===== src/rtl/avalon_bus_arbiter.sv =====
`default_nettype none
// ============================================================================
// avalon_bus_arbiter: two-master / one-slave Avalon-MM arbiter with an idle
// cycle between grants and saturating per-master completion counters.
// Revision: 1.0
// ============================================================================
module avalon_bus_arbiter #(
  parameter bit ROUND_ROBIN = 1'b1,
  parameter int CNT_W       = 16
) (
  input  logic             clk,
  input  logic             reset,
  input  logic [31:0]      m0_address,
  input  logic             m0_read,
  input  logic             m0_write,
  input  logic [31:0]      m0_writedata,
  input  logic [3:0]       m0_byteenable,
  output logic [31:0]      m0_readdata,
  output logic             m0_waitrequest,
  input  logic [31:0]      m1_address,
  input  logic             m1_read,
  input  logic             m1_write,
  input  logic [31:0]      m1_writedata,
  input  logic [3:0]       m1_byteenable,
  output logic [31:0]      m1_readdata,
  output logic             m1_waitrequest,
  output logic [31:0]      s_address,
  output logic             s_read,
  output logic             s_write,
  output logic [31:0]      s_writedata,
  output logic [3:0]       s_byteenable,
  input  logic [31:0]      s_readdata,
  input  logic             s_waitrequest,
  output logic [1:0]       grant,
  output logic [CNT_W-1:0] grant_cnt0,
  output logic [CNT_W-1:0] grant_cnt1
);

  // Encoding chosen so the state register is the one-hot grant vector.
  typedef enum logic [1:0] {
    IDLE = 2'b00,
    GNT0 = 2'b01,
    GNT1 = 2'b10
  } state_t;

  localparam logic [CNT_W-1:0] CNT_MAX = {CNT_W{1'b1}};

  state_t           state_q, state_d;
  logic             prio_q,  prio_d;   // 1 = master 1 wins a tie
  logic [CNT_W-1:0] cnt0_q,  cnt0_d;
  logic [CNT_W-1:0] cnt1_q,  cnt1_d;

  logic req0, req1;
  assign req0 = m0_read | m0_write;
  assign req1 = m1_read | m1_write;

  always_ff @(posedge clk or negedge reset) begin
    if (!reset) begin
      state_q <= IDLE;
      prio_q  <= 1'b0;
      cnt0_q  <= '0;
      cnt1_q  <= '0;
    end else begin
      state_q <= state_d;
      prio_q  <= prio_d;
      cnt0_q  <= cnt0_d;
      cnt1_q  <= cnt1_d;
    end
  end

  always_comb begin
    state_d        = state_q;
    prio_d         = prio_q;
    cnt0_d         = cnt0_q;
    cnt1_d         = cnt1_q;
    s_address      = '0;
    s_read         = 1'b0;
    s_write        = 1'b0;
    s_writedata    = '0;
    s_byteenable   = '0;
    m0_waitrequest = 1'b1;
    m1_waitrequest = 1'b1;

    case (state_q)
      IDLE: begin
        if (req0 && (!req1 || !prio_q)) state_d = GNT0;
        else if (req1)                  state_d = GNT1;
      end
      GNT0: begin
        s_address      = m0_address;
        s_write        = m0_write;
        s_read         = m0_read & ~m0_write;
        s_writedata    = m0_writedata;
        s_byteenable   = m0_byteenable;
        m0_waitrequest = s_waitrequest;
        if (!req0) begin
          state_d = IDLE;
        end else if (!s_waitrequest) begin
          state_d = IDLE;
          prio_d  = ROUND_ROBIN;
          cnt0_d  = (cnt0_q == CNT_MAX) ? cnt0_q : cnt0_q + CNT_W'(1);
        end
      end
      GNT1: begin
        s_address      = m1_address;
        s_write        = m1_write;
        s_read         = m1_read & ~m1_write;
        s_writedata    = m1_writedata;
        s_byteenable   = m1_byteenable;
        m1_waitrequest = s_waitrequest;
        if (!req1) begin
          state_d = IDLE;
        end else if (!s_waitrequest) begin
          state_d = IDLE;
          prio_d  = 1'b0;
          cnt1_d  = (cnt1_q == CNT_MAX) ? cnt1_q : cnt1_q + CNT_W'(1);
        end
      end
      default: state_d = IDLE;
    endcase
  end

  assign grant       = state_q;
  assign grant_cnt0  = cnt0_q;
  assign grant_cnt1  = cnt1_q;
  assign m0_readdata = s_readdata;
  assign m1_readdata = s_readdata;

endmodule
`default_nettype wire


===== config.mk =====
export PLATFORM = sky130hd
export DESIGN_NAME = avalon_bus_arbiter
export DESIGN_NICKNAME = d
export VERILOG_FILES = /design/src/rtl/avalon_bus_arbiter.sv
export SDC_FILE = /design/constraint.sdc
export NUM_CORES = 1
export LEC_CHECK = 0
export CORE_AREA = 2 2 134 136
export CTS_BUF_LIST = sky130_fd_sc_hd__clkbuf_16
export CTS_CLUSTER_SIZE = 14
export DETAILED_ROUTE_END_ITERATION = 8
export DIE_AREA = 0 0 136 138
export PLACE_DENSITY_LB_ADDON = 0.3
export SETUP_SLACK_MARGIN = 0.5
export SYNTH_ARGS = -nofsm -noshare
export SYNTH_HDL_FRONTEND = slang
export SYNTH_SLANG_ARGS = --single-unit
export TNS_END_PERCENT = 50

===== constraint.sdc =====
create_clock -name clk -period 3.2 [get_ports clk]
set_input_delay 0.96 -clock clk [delete_from_list [all_inputs] [get_ports clk]]
set_output_delay 0.96 -clock clk [all_outputs]
set_load 0.03 [all_outputs]

## Word-level counts from Yosys, hierarchy flattened

Cells that the tools add are included.

- Memory bits (writable): 0
- Output and inout bits: 170
- Flip-flop bits (word level): 35
- Memories kept: 0
- Word-level logic and storage cells: 51
- Latch bits: 0
- Memory bits (read-only): 0

- Divide/modulo/power cells: 0
- Order comparisons: 0
- Bitwise operators: 9
- Mux-type cells: 18
- $add $sub $neg: 2
- Reduce and logical (&&, ||, !) cells: 9
- Multiply operators: 0
- Shift operators: 0
- Equal/unequal tests: 9

Operator list:

| cell | number |
|---|---|
| case mux 32 bit (2 select lines) | 2 |
| adder 16 x 1 -> 16 bit, second input constant | 2 |
| equality test 16 bit, second input constant | 2 |
| 2-to-1 mux 2 bit | 5 |
| != test 2 bit, second input constant | 4 |
| case mux 4 bit (2 select lines) | 1 |
| AND reduction 4 bit | 2 |
| 2-to-1 mux 1 bit | 6 |
| case mux 1 bit (2 select lines) | 3 |
| case mux 2 bit (3 select lines) | 1 |
| NOT 1 bit | 5 |
| AND reduction 5 bit | 1 |
| != test 3 bit, second input constant | 1 |
| bitwise AND 1 bit | 2 |
| equality test 2 x 1 -> 1 bit, second input constant | 1 |
| equality test 2 bit, second input constant | 1 |
| logical NOT 1 bit | 2 |
| logical NOT 2 bit | 1 |
| OR 1 bit | 2 |
| nonzero test 2 bit | 1 |
| logical AND 1 bit | 1 |
| logical OR 1 bit | 1 |

## Logic depth before layout (Yosys ltp)

- Depth in word-level cells: 6
- Mapped depth: 8

## Worst setup path after synthesis

No wires, ideal clock.

- Path kind: reg2out
- Start: reg state_q[0], in the netlist grant[0]
- End: out s_read
- Stages on the path, launching flop included: 7
- Arrival time: 2.201 ns
- Setup slack: 0.039 ns
- Buffers on the path: 2
- Cell sequence: dfrtp_1 inv_1 ha_1 clkbuf_1 clkbuf_1 nand3b_1 a21boi_0

- Word-level cells in the longest chain between the ends: 2
- Elaborated cells on any way between the ends: 3

Ends and longest elaborated chain:

| element | RTL line | source |
|---|---|---|
| from (decl) | 48 | `state_t state_q, state_d;` |
| from (signal assigned) | 64 | `state_q <= state_d;` |
| equality test 2 bit or equality test 2 x 1 -> 1 bit (tied branches) | 84 | `case (state_q)` |
| case mux 1 bit (2 select lines) * | 84 |  |
| to (decl) | 28 | `output logic s_read,` |

Every way passes the cells marked *; elsewhere a longest branch is shown, timed or not.

## Final worst setup path

- Start: in m1_address[13]
- End: out s_address[13]

- Word-level cells in the longest chain between the ends: 1

Ends and longest elaborated chain:

| element | RTL line | source |
|---|---|---|
| from (decl) | 20 | `input logic [31:0] m1_address,` |
| case mux 32 bit (2 select lines) | 84 |  |
| to (decl) | 27 | `output logic [31:0] s_address,` |

No other way between the ends.

==> impl_metrics.env <==
export IMPL_cts_max_level=2
export IMPL_slowest_stage="clkdlybuf4s50_1"
export IMPL_overflow=0
export IMPL_critPathRequiredTime_ns=2.24
export IMPL_cts_buffer_depth=2
export IMPL_synthTopCellsByArea="dfrtp_1, a22oi_1, buf_4"
export IMPL_min_period_ns=2.77
export IMPL_final_max_slew_viol_count=0
export IMPL_worstPathArrival_ns=1.81
export IMPL_num_rows=49
export IMPL_finalPower_uw=5130
export IMPL_ys_seq_elements=35
export IMPL_layout_drive_gt1_share_pct=40.0
export IMPL_drt_total_wl_um=15400
export IMPL_maxClockFrequency_mhz=361
export IMPL_avgSynthCellArea_um2=8.53
export IMPL_synthCells=400
export IMPL_dr_first_iter_drc_count=96
export IMPL_coreArea_um2=17500
export IMPL_avgViaCountPerCell=4.51
export IMPL_r2r_cells=7
export IMPL_hp_class="reg -> reg"
export IMPL_grt_use_met1_pct=19.3
export IMPL_grt_use_met2_pct=27.6
export IMPL_antenna_left=0
export IMPL_synth_edff_count=0
export IMPL_cts_root_buffer="clkbuf_16"
export IMPL_syn_cell_area_um2=3410
export IMPL_firstDrtPassIters=4
export IMPL_cp_depth=4
export IMPL_synth_top_area_share_pct=25.7
export IMPL_slew_headroom_pct=62.8
export IMPL_synth_nets=582
export IMPL_cts_sinks=35
export IMPL_run_status="completed"
export IMPL_finalSetupTns_ns=0
export IMPL_tightestPinTransition_ns=0.553
export IMPL_start_kind="input pin"
export IMPL_grt_busiest_layer="met2"
export IMPL_max_stage_delay_ns=0.40
export IMPL_cts_tree="built"
export IMPL_p_leak_uw=0.00325
export IMPL_initial_utilization_pct=19.5
export IMPL_dieHeight_um=138
export IMPL_gp_congestion=0.809
export IMPL_yosysMostFrequentCell="nor2b_1"
export IMPL_crit_chain="clkdlybuf4s50_1, a22oi_1, nor2b_2, buf_4"
export IMPL_io_pins=345
export IMPL_holdPathStages=1
export IMPL_synth_async_sr_flop_share_pct=100
export IMPL_critPathTopFamily="buffers and inverters"
export IMPL_die_area_um2=18800
export IMPL_path_clk_slew_ns=0.05
export IMPL_grt_max_degree=36
export IMPL_port_buffers=248
export IMPL_drv_cap=0
export IMPL_antenna_found_initial=0
export IMPL_antenna_cells=0
export IMPL_synth_distinct_cells=42
export IMPL_grtUsageTotal_pct=15.5
export IMPL_path_max_fanout=1
export IMPL_place_detailed_hpwl_um=11500
export IMPL_yosysWarnings=0
export IMPL_rsz0062_at_grt="yes"
export IMPL_die_width_um=136
export IMPL_grt_pass1_wl_um=22700
export IMPL_insertion_delay_ns=0.27
export IMPL_gr_usage_met3_pct=3.04
export IMPL_min_period_over_period_pct=86.5
export IMPL_worst_setup_path_type="in -> out"
export IMPL_finClkSkew_ns=0.00440
export IMPL_path_buf_inv=2
export IMPL_endpoint_kind="output port"
export IMPL_peakVddDrop_mv=0.351
export IMPL_grt_pass1_vias=3758
export IMPL_synth_seq_area_share_pct=25.7
export IMPL_cts_buffers=5
export IMPL_wl_per_cell_um=18.7
export IMPL_hold_viol_final=0
export IMPL_synthFlopType="dfrtp_1"
export IMPL_finalSetupViolations=0
export IMPL_ys_top_cells_by_count="nor2b_1, a22oi_1, buf_4"
export IMPL_final_nets=776
export IMPL_area_delta_synth_final_pct=103
export IMPL_synth_top_area_cell="dfrtp_1"
export IMPL_vias=3713
export IMPL_route_detailed_drc=0
export IMPL_power_density_nw_per_um2=742
-- per-layer routing --
layer	share of wire, %	vias to the layer above
met5	0	-
met4	1.6	0
met3	6.5	23
met2	53	186
met1	39	1750
li1	-	1754
-- final timing paths --
check | from | end | slack (ns)
min in group asynchronous | reset | grant_cnt0[4] | 1.12
worst max register to register | grant[1] | grant_cnt0[1] | 0.89
max in group asynchronous | reset | grant[1] | 1.74
worst max-delay path | m1_address[13] | s_address[13] | 0.43
worst min register to register | grant_cnt1[15] | grant_cnt1[15] | 0.50
worst min-delay path | grant_cnt1[15] | grant_cnt1[15] | 0.50
-- worst register-to-register path, stage by stage (launching register included) --
cell and delay [ns]:
dfrtp_2 0.44, inv_4 0.09, ha_4 0.22, buf_6 0.27
nand2b_2 0.13, or2_1 0.44, nor2_1 0.26, mux2_2 0.35
-- kinds of logic (layout without fill, tap and decap cells) --
family,after synthesis,count (layout),share of synthesized area (%)
and+or+nand+nor,147,147,27.4
buffers and inverters,92,287,17.5
AOI/OAI and AO/OA,88,88,18.7
DFF,35,35,25.7
xor gates and xnor gates,29,29,7.45
adders and majority gates,7,7,2.57
muxes,2,2,0.770
-- report_power, final --
group | switching, µW | total, µW | internal (µW)
Combinational | 2010 | 4000 | 1990
Clock | 178 | 541 | 363
Sequential | 86.8 | 593 | 507
Total | 2270 | 5130 | 2860
-- final cells by class --
type / count / area [µm²]
fill: 1739 / 10600
timing repair buffer: 277 / 3160
multi-input combinational: 273 / 2420
sequential: 35 / 878
tap: 229 / 287
clock buffer: 5 / 125
clock inverter: 3 / 38.8
inverter: 2 / 12.5
-- flip-flops by register name (all words and copies together), names as in the netlist --
name	cells
grant	2
grant_cnt1	16
grant_cnt0	16
prio_q	1
-- placed cells by master, fill, tap and decap left out, types with 3 or more instances in the layout --
cell	synthesis	routed
nand2_1	14	14
xnor2_1	4	4
buf_12	0	27
nand3_1	7	7
a22oi_2	0	59
nor2b_1	70	24
clkbuf_16	0	6
dlymetal6s2s_1	0	60
ha_4	0	3
nor4_4	3	3
o21ai_0	11	11
nor2b_4	0	4
nor4_1	8	7
dlygate4sd2_1	0	72
nand4_1	10	10
a22oi_1	69	10
clkdlybuf4s50_1	0	42
nor2_1	5	5
buf_6	1	26
nor3_1	12	12
nor2b_2	0	42
dfrtp_1	35	33
buf_4	64	40
ha_1	7	4
buf_16	0	4
xor2_1	25	25
-- timing repair --
action                     CTS  global route
hold buffers                 0             0
setup endpoints to repair   72            64
cloned                       5             1
pin swaps                   30            19
resized for setup          144           114
setup buffers                9             1
-- metrics by stage --
step / area [µm²] / utilization (%) / setup slack [ns] / hold slack, ns / instances
2_1_floorplan: 3500 / - / 0.276 / 0.463 / 400
5_1_grt: 6920 / 39.4 / 0.369 / 0.515 / 824
3_3_place_gp: 5930 / 33.8 / 0.237 / 0.487 / 800
4_1_cts: 6500 / 37.1 / 0.396 / 0.514 / 822
3_5_place_dp: 5930 / 33.8 / 0.219 / 0.506 / 800
6_report: 6920 / 39.4 / 0.431 / 0.499 / 824
(Power assumes the default switching activity.)
